## src/rtl/mmio_uart_tx.sv

```systemverilog
// Memory-mapped 8N1 UART transmitter: snoops CPU stores, queues bytes in a small FIFO
// and serialises them on tx; a status word is readable at STAT_ADDR.
module mmio_uart_tx #(
  parameter int          CLKS_PER_BIT = 434,
  parameter int          FIFO_DEPTH   = 8,
  parameter logic [31:0] TX_ADDR      = 32'h0000_0400,
  parameter logic [31:0] STAT_ADDR    = 32'h0000_0404
) (
  input  logic        clk,
  input  logic        reset,
  input  logic [31:0] addr,
  input  logic [31:0] wdata,
  input  logic        mem_write,
  output logic [31:0] rdata,
  output logic        hit,
  output logic        tx,
  output logic        fifo_full,
  output logic        fifo_empty,
  output logic        overflow
);

  localparam int PW = $clog2(FIFO_DEPTH);
  localparam int BW = $clog2(CLKS_PER_BIT);
  localparam logic [BW-1:0] BAUD_LAST = BW'(CLKS_PER_BIT - 1);
  localparam logic [PW:0]   DEPTH_C   = (PW + 1)'(FIFO_DEPTH);

  typedef enum logic [1:0] {S_IDLE, S_START, S_DATA, S_STOP} state_t;

  state_t          r_state, w_state_next;
  logic [BW-1:0]   r_baud, w_baud_next;
  logic [2:0]      r_bit, w_bit_next;
  logic [7:0]      r_shift, w_shift_next;
  logic            r_tx, w_tx_next;

  logic [7:0]      r_mem [FIFO_DEPTH];
  logic [PW-1:0]   r_wr_ptr, r_rd_ptr;
  logic [PW:0]     r_count;
  logic            r_overflow;

  logic            w_tx_hit, w_stat_hit, w_push_req, w_push_ok, w_drop, w_clear;
  logic            w_pop, w_baud_end, w_has_data;
  logic [7:0]      w_head;
  logic [31:0]     w_status;
  logic            w_unused;

  assign w_tx_hit   = (addr == TX_ADDR);
  assign w_stat_hit = (addr == STAT_ADDR);
  assign w_push_req = mem_write && w_tx_hit;
  // A full FIFO still accepts a byte when the head leaves on the same edge.
  assign w_push_ok  = w_push_req && ((r_count != DEPTH_C) || w_pop);
  assign w_drop     = w_push_req && !w_push_ok;
  assign w_clear    = mem_write && w_stat_hit && wdata[0];
  assign w_baud_end = (r_baud == BAUD_LAST);
  assign w_has_data = (r_count != '0);
  assign w_head     = r_mem[r_rd_ptr];
  assign w_unused   = &{1'b0, wdata[31:8]};

  always_comb begin
    w_state_next = r_state;
    w_baud_next  = r_baud;
    w_bit_next   = r_bit;
    w_shift_next = r_shift;
    w_tx_next    = r_tx;
    w_pop        = 1'b0;
    case (r_state)
      S_IDLE: begin
        w_tx_next   = 1'b1;
        w_baud_next = '0;
        if (w_has_data) begin
          w_pop        = 1'b1;
          w_shift_next = w_head;
          w_state_next = S_START;
          w_tx_next    = 1'b0;
        end
      end
      S_START: begin
        if (w_baud_end) begin
          w_state_next = S_DATA;
          w_tx_next    = r_shift[0];
          w_bit_next   = '0;
          w_baud_next  = '0;
        end else begin
          w_baud_next = r_baud + 1'b1;
        end
      end
      S_DATA: begin
        if (w_baud_end) begin
          w_baud_next = '0;
          if (r_bit == 3'd7) begin
            w_state_next = S_STOP;
            w_tx_next    = 1'b1;
          end else begin
            w_shift_next = {1'b0, r_shift[7:1]};
            w_tx_next    = r_shift[1];
            w_bit_next   = r_bit + 1'b1;
          end
        end else begin
          w_baud_next = r_baud + 1'b1;
        end
      end
      S_STOP: begin
        if (w_baud_end) begin
          w_baud_next = '0;
          // Back-to-back frames: next start bit follows the stop bit directly.
          if (w_has_data) begin
            w_pop        = 1'b1;
            w_shift_next = w_head;
            w_state_next = S_START;
            w_tx_next    = 1'b0;
          end else begin
            w_state_next = S_IDLE;
            w_tx_next    = 1'b1;
          end
        end else begin
          w_baud_next = r_baud + 1'b1;
        end
      end
      default: begin
        w_state_next = S_IDLE;
        w_tx_next    = 1'b1;
        w_baud_next  = '0;
      end
    endcase
  end

  always_ff @(posedge clk or negedge reset) begin
    if (!reset) begin
      r_state <= S_IDLE;
      r_baud  <= '0;
      r_bit   <= '0;
      r_shift <= '0;
      r_tx    <= 1'b1;
    end else begin
      r_state <= w_state_next;
      r_baud  <= w_baud_next;
      r_bit   <= w_bit_next;
      r_shift <= w_shift_next;
      r_tx    <= w_tx_next;
    end
  end

  always_ff @(posedge clk) begin
    if (w_push_ok) r_mem[r_wr_ptr] <= wdata[7:0];
  end

  always_ff @(posedge clk or negedge reset) begin
    if (!reset) begin
      r_wr_ptr   <= '0;
      r_rd_ptr   <= '0;
      r_count    <= '0;
      r_overflow <= 1'b0;
    end else begin
      if (w_push_ok) r_wr_ptr <= r_wr_ptr + 1'b1;
      if (w_pop)     r_rd_ptr <= r_rd_ptr + 1'b1;
      if (w_push_ok && !w_pop)      r_count <= r_count + 1'b1;
      else if (w_pop && !w_push_ok) r_count <= r_count - 1'b1;
      if (w_drop)       r_overflow <= 1'b1;
      else if (w_clear) r_overflow <= 1'b0;
    end
  end

  assign tx         = r_tx;
  assign fifo_full  = (r_count == DEPTH_C);
  assign fifo_empty = (r_count == '0);
  assign overflow   = r_overflow;
  assign w_status   = {16'h0000, 8'(r_count), 4'h0, r_overflow, (r_state != S_IDLE),
                       fifo_empty, fifo_full};
  assign hit        = w_tx_hit || w_stat_hit;
  assign rdata      = w_stat_hit ? w_status : 32'h0000_0000;

endmodule

```

## config.mk

```make
export PLATFORM = sky130hd
export DESIGN_NAME = mmio_uart_tx
export DESIGN_NICKNAME = d
export VERILOG_FILES = /design/src/rtl/mmio_uart_tx.sv
export SDC_FILE = /design/constraint.sdc
export NUM_CORES = 1
export LEC_CHECK = 0
export BUFFER_PORTS_ARGS = -buffer_cell sky130_fd_sc_hd__buf_2
export CORE_UTILIZATION = 54
export CTS_CLUSTER_DIAMETER = 120
export DETAILED_ROUTE_END_ITERATION = 8
export HOLD_SLACK_MARGIN = 0.02
export MAX_ROUTING_LAYER = met4
export PLACE_DENSITY = 0.82
export SYNTH_ARGS = -nofsm -noshare
export SYNTH_HDL_FRONTEND = slang
export SYNTH_SLANG_ARGS = --single-unit
```

## constraint.sdc

```tcl
create_clock -name clk -period 3.75 [get_ports clk]
set_input_delay 0 -clock clk [delete_from_list [all_inputs] [get_ports clk]]
set_output_delay 0 -clock clk [all_outputs]
set_load 0.02 [all_outputs]
```

==> flow_metrics.tcl <==
set metrics [dict create \
    status "completed" \
    gp_congestion 0.806 \
    yosysWarnings 0 \
    async_flop_share_pct 34.7 \
    num_vias 2814 \
    timing.critical_path.mode_cell "ha_1" \
    die_x_um 94.4 \
    hpwl_um 5750 \
    grt_max_degree 35 \
    core-area_um2 8220 \
    maxCapViolCount 0 \
    post-cts-setup-buffers 0 \
    start_util_pct 56.1 \
    min_period_ns 3.10 \
    die_area_um2 8910 \
    synth_seq_cells 98 \
    p_leak_nw 2.13 \
    multiInputGateArea_um2 1670 \
    critPathLaunch "r_state[0]" \
    synth_cells 319 \
    antenna_cells 0 \
    hold_path.startpoint "mem_write" \
    instances_no_fill 509 \
    grt_pass1_vias 2837 \
    grt_usage_pct 21.9 \
    rsz0062_at_grt "no" \
    clk_latency_ns 0.36 \
    timing.final.max_slew_violations 0 \
    chipHeight_um 94.4 \
    setup_viol 0 \
    final-seq-area_um2 2770 \
    hold_path_class "in -> reg" \
    synth_edf_count 64 \
    ys_types 48 \
    detail-route-antenna-nets 0 \
    drtIter0Drc 104 \
    critical_path_required_ns 4.00 \
    crit_slowest_cell "dfrtp_1" \
    wl_um 8570 \
    wire_per_inst_um 16.8 \
    io_pins 104 \
    cts_resized 0 \
    synthFlopType "edfxtp_1" \
    fin_nets 481 \
    drc 0 \
    clock.fmax_ghz 0.322 \
    drive_gt1_share_pct 30.7 \
    grt_pass1_wl_um 13900 \
    fin_skew_ns 0.0122 \
    worstPathCellList "inv_1 -> ha_1 -> nor2_2 -> a31o_1 -> nand3_2 -> inv_2 -> ha_1 -> inv_1 -> ha_1 -> a21o_2 -> a21oi_1 -> xnor2_1 -> nor2_1 -> xor2_1" \
    critPathCaptureType "register" \
    r2r-start "r_state[0]" \
    portBuffers 55 \
    h-tree-depth 3 \
    post_synth_instance_area_um2 4610 \
    worst_setup_path_start_kind "register" \
    cp_max_fo 9 \
    avgSynthCellArea_um2 14.4 \
    cts_tree "built" \
    holdBufCountCts 11 \
    syn_to_final_growth_pct 14.7 \
    fillCellCount 581 \
    fin_tns_setup_ns 0 \
    antenna_found_initial 0 \
    clockRootBuffer "clkbuf_8" \
    dp.cells 482 \
    irDropWorstVdd_mv 0.365 \
    rows 33 \
    first_pass_iters 4 \
    clkSinkCount 98 \
    power.density_nw_per_um2 359 \
    gr-total-overflow 0 \
    cts_buffers 9 \
    hold_viol 0 \
    worst_slew_pin_slew_ns 0.991 \
    clk_path_buf_depth 2 \
    avgViaCountPerCell 5.53 \
    cts.reportedPaths.clkPinSlew_ns 0.11 \
    critical-path-max-stage-delay_ns 0.40 \
    relSlewSlack_pct 34.0 \
    arrival_ns 3.35 \
    ys_seq_area_share_pct 60.2 \
    fin_crit_sh_pct 82.7 \
    path_class "reg -> reg" \
]
==> metal layers <==
metal,routed length (µm),track usage (%),vias up
met4,125,6.15,0
met3,368,4.19,12
met5,0,-,-
met1,3660,27.0,1403
met2,4410,36.8,78
li1,-,-,1321
==> cell usage after synthesis, types with 4 or more instances <==
| cell type | count | area share [%] |
|---|---|---|
| mux2_2 | 12 | 2.9 |
| a21oi_1 | 4 | 0.43 |
| nor2_1 | 20 | 1.6 |
| and3_1 | 6 | 0.81 |
| dfrtp_1 | 33 | 18 |
| nor3_1 | 7 | 0.76 |
| ha_1 | 14 | 3.8 |
| nand4_1 | 4 | 0.54 |
| buf_4 | 24 | 3.9 |
| inv_1 | 10 | 0.81 |
| o21ai_0 | 14 | 1.5 |
| nor4_1 | 9 | 1.2 |
| mux4_2 | 16 | 7.8 |
| edfxtp_1 | 64 | 42 |
| mux2i_1 | 7 | 1.5 |
| xnor2_1 | 12 | 2.3 |
| nand2_1 | 15 | 1.2 |
| buf_2 | 4 | 0.43 |
==> stage by stage <==
| stage | hold slack [ns] | cell area, µm² | setup WS [ns] | utilization, % | total power, mW |
|---|---|---|---|---|---|
| floorplan | -0.296 | 4690 | 0.683 | - | 1.22 |
| global placement | 0.104 | 4970 | 0.785 | 60.5 | 1.23 |
| detailed placement | 0.119 | 4970 | 0.688 | 60.5 | 1.24 |
| CTS | 0.155 | 5280 | 0.653 | 64.3 | 1.91 |
| global route | 0.205 | 5280 | 0.335 | 64.3 | 1.96 |
| finish | 0.175 | 5280 | 0.649 | 64.3 | 1.90 |
==> where the power goes <==
group | total, mW | switching, mW | internal, mW | leakage, nW
logic | 0.0696 | 0.0459 | 0.0237 | 1.04
clock network | 0.676 | 0.410 | 0.266 | 0.103
registers | 1.15 | 0.00000000225 | 1.15 | 0.987
==> area by class of cell <==
cell class	count	share of cell area, %
tap	105	2.49
inverter	11	0.781
clock inverter	7	1.54
timing repair buffer	76	8.71
multi-input combinational	203	31.6
clock buffer	9	2.34
sequential	98	52.5
==> logic make-up after synthesis <==
group	synth area share (%)
DFF	60.2
and+or+nand+nor	9.91
AOI/OAI and AO/OA	4.72
adders and majority gates	4.24
xor gates and xnor gates	2.85
muxes	12.6
buffers and inverters	5.40
other	0.0814
==> cells in the final DEF (no fill, tap or decap), drive strengths merged, types with 2 or more instances in the layout <==
| cell type | count |
|---|---|
| o21ai | 14 |
| a31oi | 2 |
| nor4 | 10 |
| mux2 | 13 |
| dfrtp | 33 |
| xnor2 | 12 |
| o2bb2ai | 2 |
| xor2 | 3 |
| nor3 | 7 |
| nor2 | 22 |
| edfxtp | 64 |
| nand4 | 4 |
| ha | 14 |
| conb | 24 |
| nand2 | 16 |
| o211ai | 2 |
| inv | 14 |
| a21oi | 4 |
| mux2i | 7 |
| clkbuf | 9 |
| buf | 65 |
| mux4 | 16 |
| dlygate4sd3 | 11 |
| and3 | 8 |
| nand3 | 4 |
| a22o | 2 |
| clkinv | 4 |
| nor4b | 5 |
==> path summary, 6_finish.rpt <==
kind	end	slack [ns]	cells after the start
setup / recovery	r_count[3]	0.65	14
hold / removal	r_wr_ptr[2]	0.18	6
setup reg to reg	r_count[3]	0.65	14
hold reg to reg	r_shift[7]	0.50	1
max in group asynchronous	r_shift[7]	3.02	2
min in group asynchronous	r_bit[2]	0.23	2
==> sequential cells by signal (all words and copies together), names as in the netlist <==
register and count:
r_mem 64, r_baud 9, r_shift 8, r_count 4
r_bit 3, r_rd_ptr 3, r_wr_ptr 3, r_state 2
overflow 1, tx 1
==> critical path: cells and delay by family, from the launching register on <==
| kind | cells | cell delay, ns |
|---|---|---|
| and+or+nand+nor | 3 | 0.49 |
| adders and majority gates | 3 | 0.85 |
| xor gates and xnor gates | 2 | 0.27 |
| buffers and inverters | 3 | 0.35 |
| AOI/OAI and AO/OA | 3 | 0.61 |
| DFF | 1 | 0.40 |
Power figures use the tool's default switching activity.
